**config.mk**
```make
export PLATFORM = sky130hd
export DESIGN_NAME = rc_pwm_decoder
export DESIGN_NICKNAME = d
export VERILOG_FILES = /design/src/rtl/rc_pwm_decoder.sv
export SDC_FILE = /design/constraint.sdc
export NUM_CORES = 1
export LEC_CHECK = 0
export BUFFER_PORTS_ARGS = -buffer_cell sky130_fd_sc_hd__buf_2
export CORE_ASPECT_RATIO = 1.5
export CORE_MARGIN = 2
export CORE_UTILIZATION = 40
export CTS_CLUSTER_SIZE = 16
export DETAILED_ROUTE_END_ITERATION = 12
export PLACE_DENSITY_LB_ADDON = 0.1
export SYNTH_ARGS = -nofsm -noshare
export SYNTH_HDL_FRONTEND = slang
export SYNTH_SLANG_ARGS = --single-unit
```
**constraint.sdc**
```tcl
create_clock -name clk -period 3.3 [get_ports clk]
set_clock_uncertainty 0.2 [all_clocks]
set_input_delay 0.165 -clock clk [delete_from_list [all_inputs] [get_ports clk]]
set_output_delay 0.165 -clock clk [all_outputs]
set_load 0.01 [all_outputs]
```
**src/rtl/rc_pwm_decoder.sv**
```systemverilog
// Servo PWM receiver: measures the high time of each pulse, classifies it into a
// CW/STOP/CCW command and flags glitches, over-length pulses and loss of signal.
module rc_pwm_decoder #(
  parameter int unsigned MIN_PULSE = 6000,
  parameter int unsigned MAX_PULSE = 30000,
  parameter int unsigned CENTER    = 18000,
  parameter int unsigned DEADBAND  = 600,
  parameter int unsigned TIMEOUT   = 360000
) (
  input  logic        clk,
  input  logic        rst_n,
  input  logic        pwm_in,
  output logic [14:0] pulse_width,
  output logic        pulse_valid,
  output logic [1:0]  speed_cmd,
  output logic        signal_lost,
  output logic        pulse_err
);

  localparam logic [1:0] ST_ARM   = 2'd0;
  localparam logic [1:0] ST_IDLE  = 2'd1;
  localparam logic [1:0] ST_HIGH  = 2'd2;
  localparam logic [1:0] ST_WLOW  = 2'd3;

  localparam logic [14:0] MIN_W    = 15'(MIN_PULSE);
  localparam logic [14:0] MAX_W    = 15'(MAX_PULSE);
  localparam logic [14:0] CENTER_W = 15'(CENTER);
  localparam logic [18:0] TO_LIM   = 19'(TIMEOUT);
  localparam logic [15:0] LO_BND   = 16'(CENTER - DEADBAND);
  localparam logic [15:0] HI_BND   = 16'(CENTER + DEADBAND);

  localparam logic [1:0] CMD_STOP = 2'b00;
  localparam logic [1:0] CMD_CW   = 2'b01;
  localparam logic [1:0] CMD_CCW  = 2'b10;

  function automatic logic [1:0] classify(input logic [14:0] w);
    logic [15:0] w16;
    w16 = {1'b0, w};
    if (w16 < LO_BND)      classify = CMD_CW;
    else if (w16 > HI_BND) classify = CMD_CCW;
    else                   classify = CMD_STOP;
  endfunction

  logic        sync1_q, s_q, sd_q;
  logic        rise, fall;
  logic [1:0]  state_q, state_d;
  logic [14:0] hi_cnt_q, hi_cnt_d;
  logic [18:0] to_cnt_q, to_cnt_d;
  logic [14:0] width_q, width_d;
  logic [1:0]  spd_q, spd_d;
  logic        vld_q, vld_d;
  logic        lost_q, lost_d;
  logic        err_q, err_d;

  // Synchronizer idles high so a pin already high at reset release is not seen as a rise.
  always_ff @(posedge clk or negedge rst_n) begin
    if (!rst_n) begin
      sync1_q <= 1'b1;
      s_q     <= 1'b1;
      sd_q    <= 1'b1;
    end else begin
      sync1_q <= pwm_in;
      s_q     <= sync1_q;
      sd_q    <= s_q;
    end
  end

  assign rise = s_q & ~sd_q;
  assign fall = ~s_q & sd_q;

  always_comb begin
    state_d  = state_q;
    hi_cnt_d = hi_cnt_q;
    to_cnt_d = (to_cnt_q == TO_LIM) ? to_cnt_q : to_cnt_q + 19'd1;
    width_d  = width_q;
    spd_d    = spd_q;
    lost_d   = lost_q;
    vld_d    = 1'b0;
    err_d    = 1'b0;

    case (state_q)
      ST_ARM: begin
        if (!s_q) state_d = ST_IDLE;
      end
      ST_IDLE: begin
        if (rise) begin
          hi_cnt_d = 15'd1;
          to_cnt_d = '0;
          state_d  = ST_HIGH;
        end
      end
      ST_HIGH: begin
        if (fall) begin
          if (hi_cnt_q >= MIN_W && hi_cnt_q <= MAX_W) begin
            width_d = hi_cnt_q;
            spd_d   = classify(hi_cnt_q);
            vld_d   = 1'b1;
            lost_d  = 1'b0;
          end else begin
            err_d = 1'b1;
          end
          state_d = ST_IDLE;
        end else if (hi_cnt_q == MAX_W) begin
          err_d   = 1'b1;
          state_d = ST_WLOW;
        end else begin
          hi_cnt_d = hi_cnt_q + 15'd1;
        end
      end
      default: begin
        if (!s_q) state_d = ST_IDLE;
      end
    endcase

    // Timeout only takes effect when no pulse is being accepted in the same cycle.
    if (to_cnt_d == TO_LIM && to_cnt_q != TO_LIM && !vld_d) begin
      lost_d  = 1'b1;
      spd_d   = CMD_STOP;
      width_d = CENTER_W;
    end
  end

  always_ff @(posedge clk or negedge rst_n) begin
    if (!rst_n) begin
      state_q  <= ST_ARM;
      hi_cnt_q <= '0;
      to_cnt_q <= '0;
      width_q  <= CENTER_W;
      spd_q    <= CMD_STOP;
      vld_q    <= 1'b0;
      lost_q   <= 1'b1;
      err_q    <= 1'b0;
    end else begin
      state_q  <= state_d;
      hi_cnt_q <= hi_cnt_d;
      to_cnt_q <= to_cnt_d;
      width_q  <= width_d;
      spd_q    <= spd_d;
      vld_q    <= vld_d;
      lost_q   <= lost_d;
      err_q    <= err_d;
    end
  end

  assign pulse_width = width_q;
  assign pulse_valid = vld_q;
  assign speed_cmd   = spd_q;
  assign signal_lost = lost_q;
  assign pulse_err   = err_q;

endmodule

```
**Word level (Yosys, flattened, before mapping)**

Cells that the tools add are included.

- Flip-flop bits (word level): 59
- Output and inout bits: 20
- Word-level logic and storage cells: 76

- Mux-type cells: 33
- Bitwise gates (word level): 4
- Magnitude comparators: 4
- Reduce and logical (&&, ||, !) cells: 11
- Equality and inequality tests: 11
- Add/sub/neg operators: 2

Operators with widths:

| cell | count |
|---|---|
| two-way mux 15 bit | 7 |
| two-way mux 19 bit | 3 |
| equality test 19 bit (second input constant) | 2 |
| case mux 15 bit (2 select lines) | 1 |
| two-way mux 2 bit | 10 |
| adder 19 x 1 -> 19 bit (second input constant) | 1 |
| inequality test 19 bit (second input constant) | 1 |
| adder 15 x 1 -> 15 bit (second input constant) | 1 |
| equality test 15 bit (second input constant) | 1 |
| >= comparator 15 x 13 -> 1 bit (second input constant) | 1 |
| > comparator 15 bit (second input constant) | 1 |
| less-or-equal comparator 15 bit (second input constant) | 1 |
| < comparator 15 bit (second input constant) | 1 |
| two-way mux 1 bit | 11 |
| nonzero test 2 bit | 4 |
| inequality test 2 bit (second input constant) | 3 |
| AND reduction 3 bit | 2 |
| case mux 2 bit (2 select lines) | 1 |
| AND reduction 4 bit | 1 |
| logical AND 1 bit | 3 |
| inequality test 3 x 1 -> 1 bit (second input constant) | 1 |
| inequality test 3 bit (second input constant) | 1 |
| bitwise AND 1 bit | 2 |
| equality test 2 x 1 -> 1 bit (second input constant) | 1 |
| other kinds (3) | 4 |

**Logic depth before layout (Yosys ltp)**

- Depth after elaboration: 9
- Mapped depth: 10
- Depth with buffers taken out: 9

**Worst setup path before layout**

No wires, ideal clock.

- Kind: flip-flop to flip-flop
- Start: register to_cnt_q[0]
- End: register spd_q[0] (netlist: speed_cmd[0])
- Setup slack: 0.161 ns
- Library setup time: 0.119 ns
- Clock period less this slack: 3.139 ns
- Data required time: 2.981 ns
- Cell stages (with the launch flop): 11
- Path buffers: 1
- Data arrival time: 2.821 ns
- Cell sequence: dfrtp_1 > inv_1 > ha_1 > or4b_1 > or4_4 > or3_1 > a21oi_1 > o311ai_1 > nor4_4 > buf_6 > nor2_1

- Longest elaborated chain between the ends: 9

RTL lines:

| item | line | text |
|---|---|---|
| from (decl) | 48 | `logic [18:0] to_cnt_q, to_cnt_d;` |
| from (signal assigned) | 136 | `to_cnt_q <= to_cnt_d;` |
| adder 19 x 1 -> 19 bit / equality test 19 bit (equally long branches) | 74 | `to_cnt_d = (to_cnt_q == TO_LIM) ? to_cnt_q : to_cnt_q + 19'd1;` |
| two-way mux 19 bit | 74 |  |
| two-way mux 19 bit | 86 | `if (rise) begin` |
| two-way mux 19 bit | 81 | `case (state_q)` |
| equality test 19 bit | 116 | `if (to_cnt_d == TO_LIM && to_cnt_q != TO_LIM && !vld_d) begin` |
| logical AND 1 bit (*) (2 in series) | 116 |  |
| nonzero test 2 bit (no line) | n/a |  |
| AND reduction 3 bit (no line) | n/a |  |
| to (signal assigned) | 138 | `spd_q <= spd_d;` |
| to (decl) | 50 | `logic [1:0] spd_q, spd_d;` |

Mark *: on every way between the ends. The rest lies on a longest branch, timed or not.
A chain may end at the register's enable or synchronous reset.

**Worst setup path after layout**

Ends and elaborated chain as after synthesis.

==> impl_summary.log <==
INFO  metric synth.yosys.seq_area_share = 0.471
INFO  metric die_height = 113 µm
INFO  metric io-pin-count = 23
INFO  metric grt_start_max_net_pins = 60
INFO  metric fin_nets = between 300 and 400
INFO  metric avgRoutedWirePerCell = approximately 15 µm
INFO  metric syn_to_final_growth = 19.3%
INFO  metric path_max_fanout = 18
INFO  metric grt_antenna_before_repair = 0
INFO  metric post_synth_edffs = 0
INFO  metric initial_standard_cell_utilization_of_the_core = 0.412
INFO  metric dr_total_vias = ~2600
INFO  metric wl = approximately 7600 µm
INFO  metric cts_root_buf = sky130_fd_sc_hd__clkbuf_16
INFO  metric wire_length_of_the_first_global_routing_pass = roughly 13000 µm
INFO  metric finalSetupViolations = 0
INFO  metric synth-seq-cells = 59
INFO  metric io_buffers = 22
INFO  metric synth.largest_area_cell = sky130_fd_sc_hd__dfrtp_1
INFO  metric endpoint_kind = flip-flop
INFO  metric final_cell_count_no_fill = 490
INFO  metric slew-limit-headroom = 0.489
INFO  metric post_synth_most_frequent_cells = sky130_fd_sc_hd__dfrtp_1, sky130_fd_sc_hd__nand2_1, sky130_fd_sc_hd__nor2_1
INFO  metric final-hold-violation-count = 0
INFO  metric asyncSetResetFlopFracSynth = 1.00
INFO  metric h-tree-depth = 3
INFO  metric detail_route.drc_violations = 0
INFO  metric layout-drive-gt1-share = 0.170
INFO  metric cts-root-to-sink-buffers = 2
INFO  metric postSynthCellCount = 353
INFO  metric clock_sinks = 59
INFO  metric synth_area_leaders = sky130_fd_sc_hd__dfrtp_1, sky130_fd_sc_hd__dfstp_2, sky130_fd_sc_hd__nand2_1
INFO  metric fp.coreArea = around 7700 µm²
INFO  metric fp.dieW = ~77 µm
INFO  metric numPlacedInstances = around 470
INFO  metric gp_routability_congestion = ~0.8
INFO  metric drt.antenna.violating_nets = 0
INFO  metric worstSetupPathType = flip-flop to flip-flop
INFO  metric grt_use_total = 0.192
INFO  metric cp_data_required_time = between 3000 and 4000 ps
INFO  metric post_drt_via_cell_ratio = between 5 and 6
INFO  metric synth_fp_nets = about 360
INFO  metric num_rows = 39
INFO  metric global_route.overflow_total = 0
INFO  metric period_minus_slack = 3150 ps
INFO  metric crit_path_cell_trace = inv_1 -> ha_1 -> or4b_1 -> or4_4 -> or3_1 -> a21oi_1 -> o311ai_1 -> nor4_4 -> buf_12 -> nor2_1
INFO  metric die-area = between 8000 and 9000 µm²
INFO  metric finalSetupTns = 0 ps
INFO  metric ir_drop = ~330 µV
INFO  metric power.static_leakage = between 1.5 and 2 nW
INFO  metric filler_cell_count = around 760
INFO  metric clock.fmax = 0.318 GHz
INFO  metric dr.first_iter.drc_count = between 150 and 200
INFO  metric worst_path_max_delay_cell = sky130_fd_sc_hd__or4_4
INFO  metric path_clk_slew = approximately 50 ps
INFO  metric synth.avg_cell_area = a little under 9 µm²
INFO  metric cts_setup_buffers = 0
INFO  metric clkLatencyLatePin = between 300 and 400 ps
INFO  metric path_buf_inv = 2
INFO  metric cpPeakStageDelay = roughly 540 ps
INFO  metric ys_warn_count = 0
INFO  metric antennaDiodeCount = 0
INFO  metric slew_at_the_pin_with_the_worst_max_slew_slack = 767 ps
INFO  metric status = finished, final reports clean
INFO  metric rsz0062_at_grt = false
INFO  metric cts_buffer_count = 9
INFO  metric post-synth-top-count-cell = sky130_fd_sc_hd__dfrtp_1
INFO  metric timing_max_transition_violations_final = 0
INFO  metric synth.lib_cells_used.distinct = 49
INFO  metric holdCritPathClass = flip-flop to flip-flop
INFO  metric period_share = 0.953
INFO  metric start_kind = flip-flop
INFO  metric synthesis.area = between 3000 and 4000 µm²
INFO  metric place_hpwl = 5160 µm
INFO  metric cp_top_family = simple AND/OR/NAND/NOR gates
INFO  metric cp.arrival = 3170 ps
INFO  metric maxCapViolCount = 0
INFO  metric clock_tree_from_tritoncts = done
INFO  metric pwr_density_cell = about 600 nW/µm²
INFO  metric grt_pass1_vias = between 2000 and 3000
INFO  metric drt_pass1_iterations = 4
INFO  metric dominantRegCellSynth = sky130_fd_sc_hd__dfrtp_1
INFO  metric synth_top_cell_area_share = 0.396
==> state kept, by name (all words and copies together), names as in the netlist, 2 cells and up <==
register,cells
pulse_width,15
hi_cnt_q,15
state_q,2
speed_cmd,2
to_cnt_q,19
==> cell type report <==
| class | instances | area (µm²) | area share |
|---|---|---|---|
| sequential | 59 | 1490 | 0.395 |
| inverter | 14 | 52.6 | 0.0140 |
| timing repair buffer | 38 | 248 | 0.0658 |
| tap | 102 | 128 | 0.0339 |
| clock buffer | 12 | 267 | 0.0708 |
| multi-input combinational | 261 | 1540 | 0.408 |
| clock inverter | 4 | 47.5 | 0.0126 |
==> placed cells by master (no fill, tap or decap), drive strengths merged, types with 2 or more instances in the layout <==
master / netlist / routed
dfrtp: 50 / 50
nand2: 48 / 48
nor2: 42 / 42
buf: 4 / 36
a21oi: 22 / 22
nand3: 20 / 20
xor2: 15 / 15
o21ai: 15 / 15
inv: 14 / 14
clkbuf: 15 / 12
xnor2: 11 / 11
dfstp: 9 / 9
nand4: 8 / 8
nor3: 8 / 8
or3: 7 / 7
nand3b: 7 / 7
ha: 7 / 7
nand2b: 6 / 6
nor4: 6 / 6
nor2b: 3 / 3
and3: 3 / 3
o31ai: 3 / 3
or2: 2 / 2
and2: 2 / 2
o21bai: 2 / 2
a32o: 2 / 2
mux2i: 2 / 2
clkinv: 0 / 2
dlygate4sd3: 0 / 2
a31oi: 2 / 2
==> layer usage <==
metal  vias up  part of all wire  track usage
li1       1271                 -            -
met1      1246              0.42        0.212
met2        42              0.52        0.331
met3        22             0.028       0.0510
met4         0             0.039        0.112
met5         -                 0            0
==> power by group <==
group | total (mW) | switching, mW | internal [mW]
clock | 0.976 | 0.334 | 0.643
sequential | 0.855 | 0.0666 | 0.789
combinational | 0.429 | 0.252 | 0.177
==> logic make-up (layout without fill, tap and decap cells) <==
group / Yosys count / after routing / share of synthesized area
AND/OR/NAND/NOR: 168 / 168 / 0.265
flip-flops: 59 / 59 / 0.471
AO/OA/AOI/OAI: 58 / 58 / 0.114
buffers and inverters: 33 / 68 / 0.0444
XOR/XNOR: 26 / 26 / 0.0721
adder cells (fa/ha/maj): 7 / 7 / 0.0277
multiplexers: 2 / 2 / 0.00634
==> stage by stage <==
| step | total power, mW | hold WS, ps | util | worst slack (ps) | area, µm² |
|---|---|---|---|---|---|
| final | 2.26 | 153 | 0.492 | 154 | 3770 |
| after global routing | 2.39 | 161 | 0.492 | 2.07 | 3770 |
| after CTS | 2.28 | 154 | 0.491 | 111 | 3760 |
| after detailed placement | 1.30 | 73.3 | 0.447 | 119 | 3430 |
| after global placement | 1.30 | 72.0 | 0.447 | 187 | 3430 |
| after floorplan | 1.16 | -331 | - | 161 | 3160 |
==> worst paths after layout <==
check | from | endpoint | slack, ps | depth (start not counted)
worst max-delay path | to_cnt_q[0] | speed_cmd[0] | 150 | 10
worst min-delay path | sync1_q | s_q | 150 | 0
worst max register to register | to_cnt_q[0] | speed_cmd[0] | 150 | 10
worst min register to register | sync1_q | s_q | 150 | 0
max in group asynchronous | rst_n | to_cnt_q[4] | 2070 | 3
min in group asynchronous | rst_n | state_q[0] | 320 | 3
==> repair_timing <==
| item | CTS | global route |
|---|---|---|
| endpoints found under the hold margin | 51 | 0 |
| setup endpoints to repair | 0 | 14 |
| hold buffers | 2 | 0 |
| gates resized for setup | 0 | 1 |
Note: power is estimated with default switching activity, not from simulation.
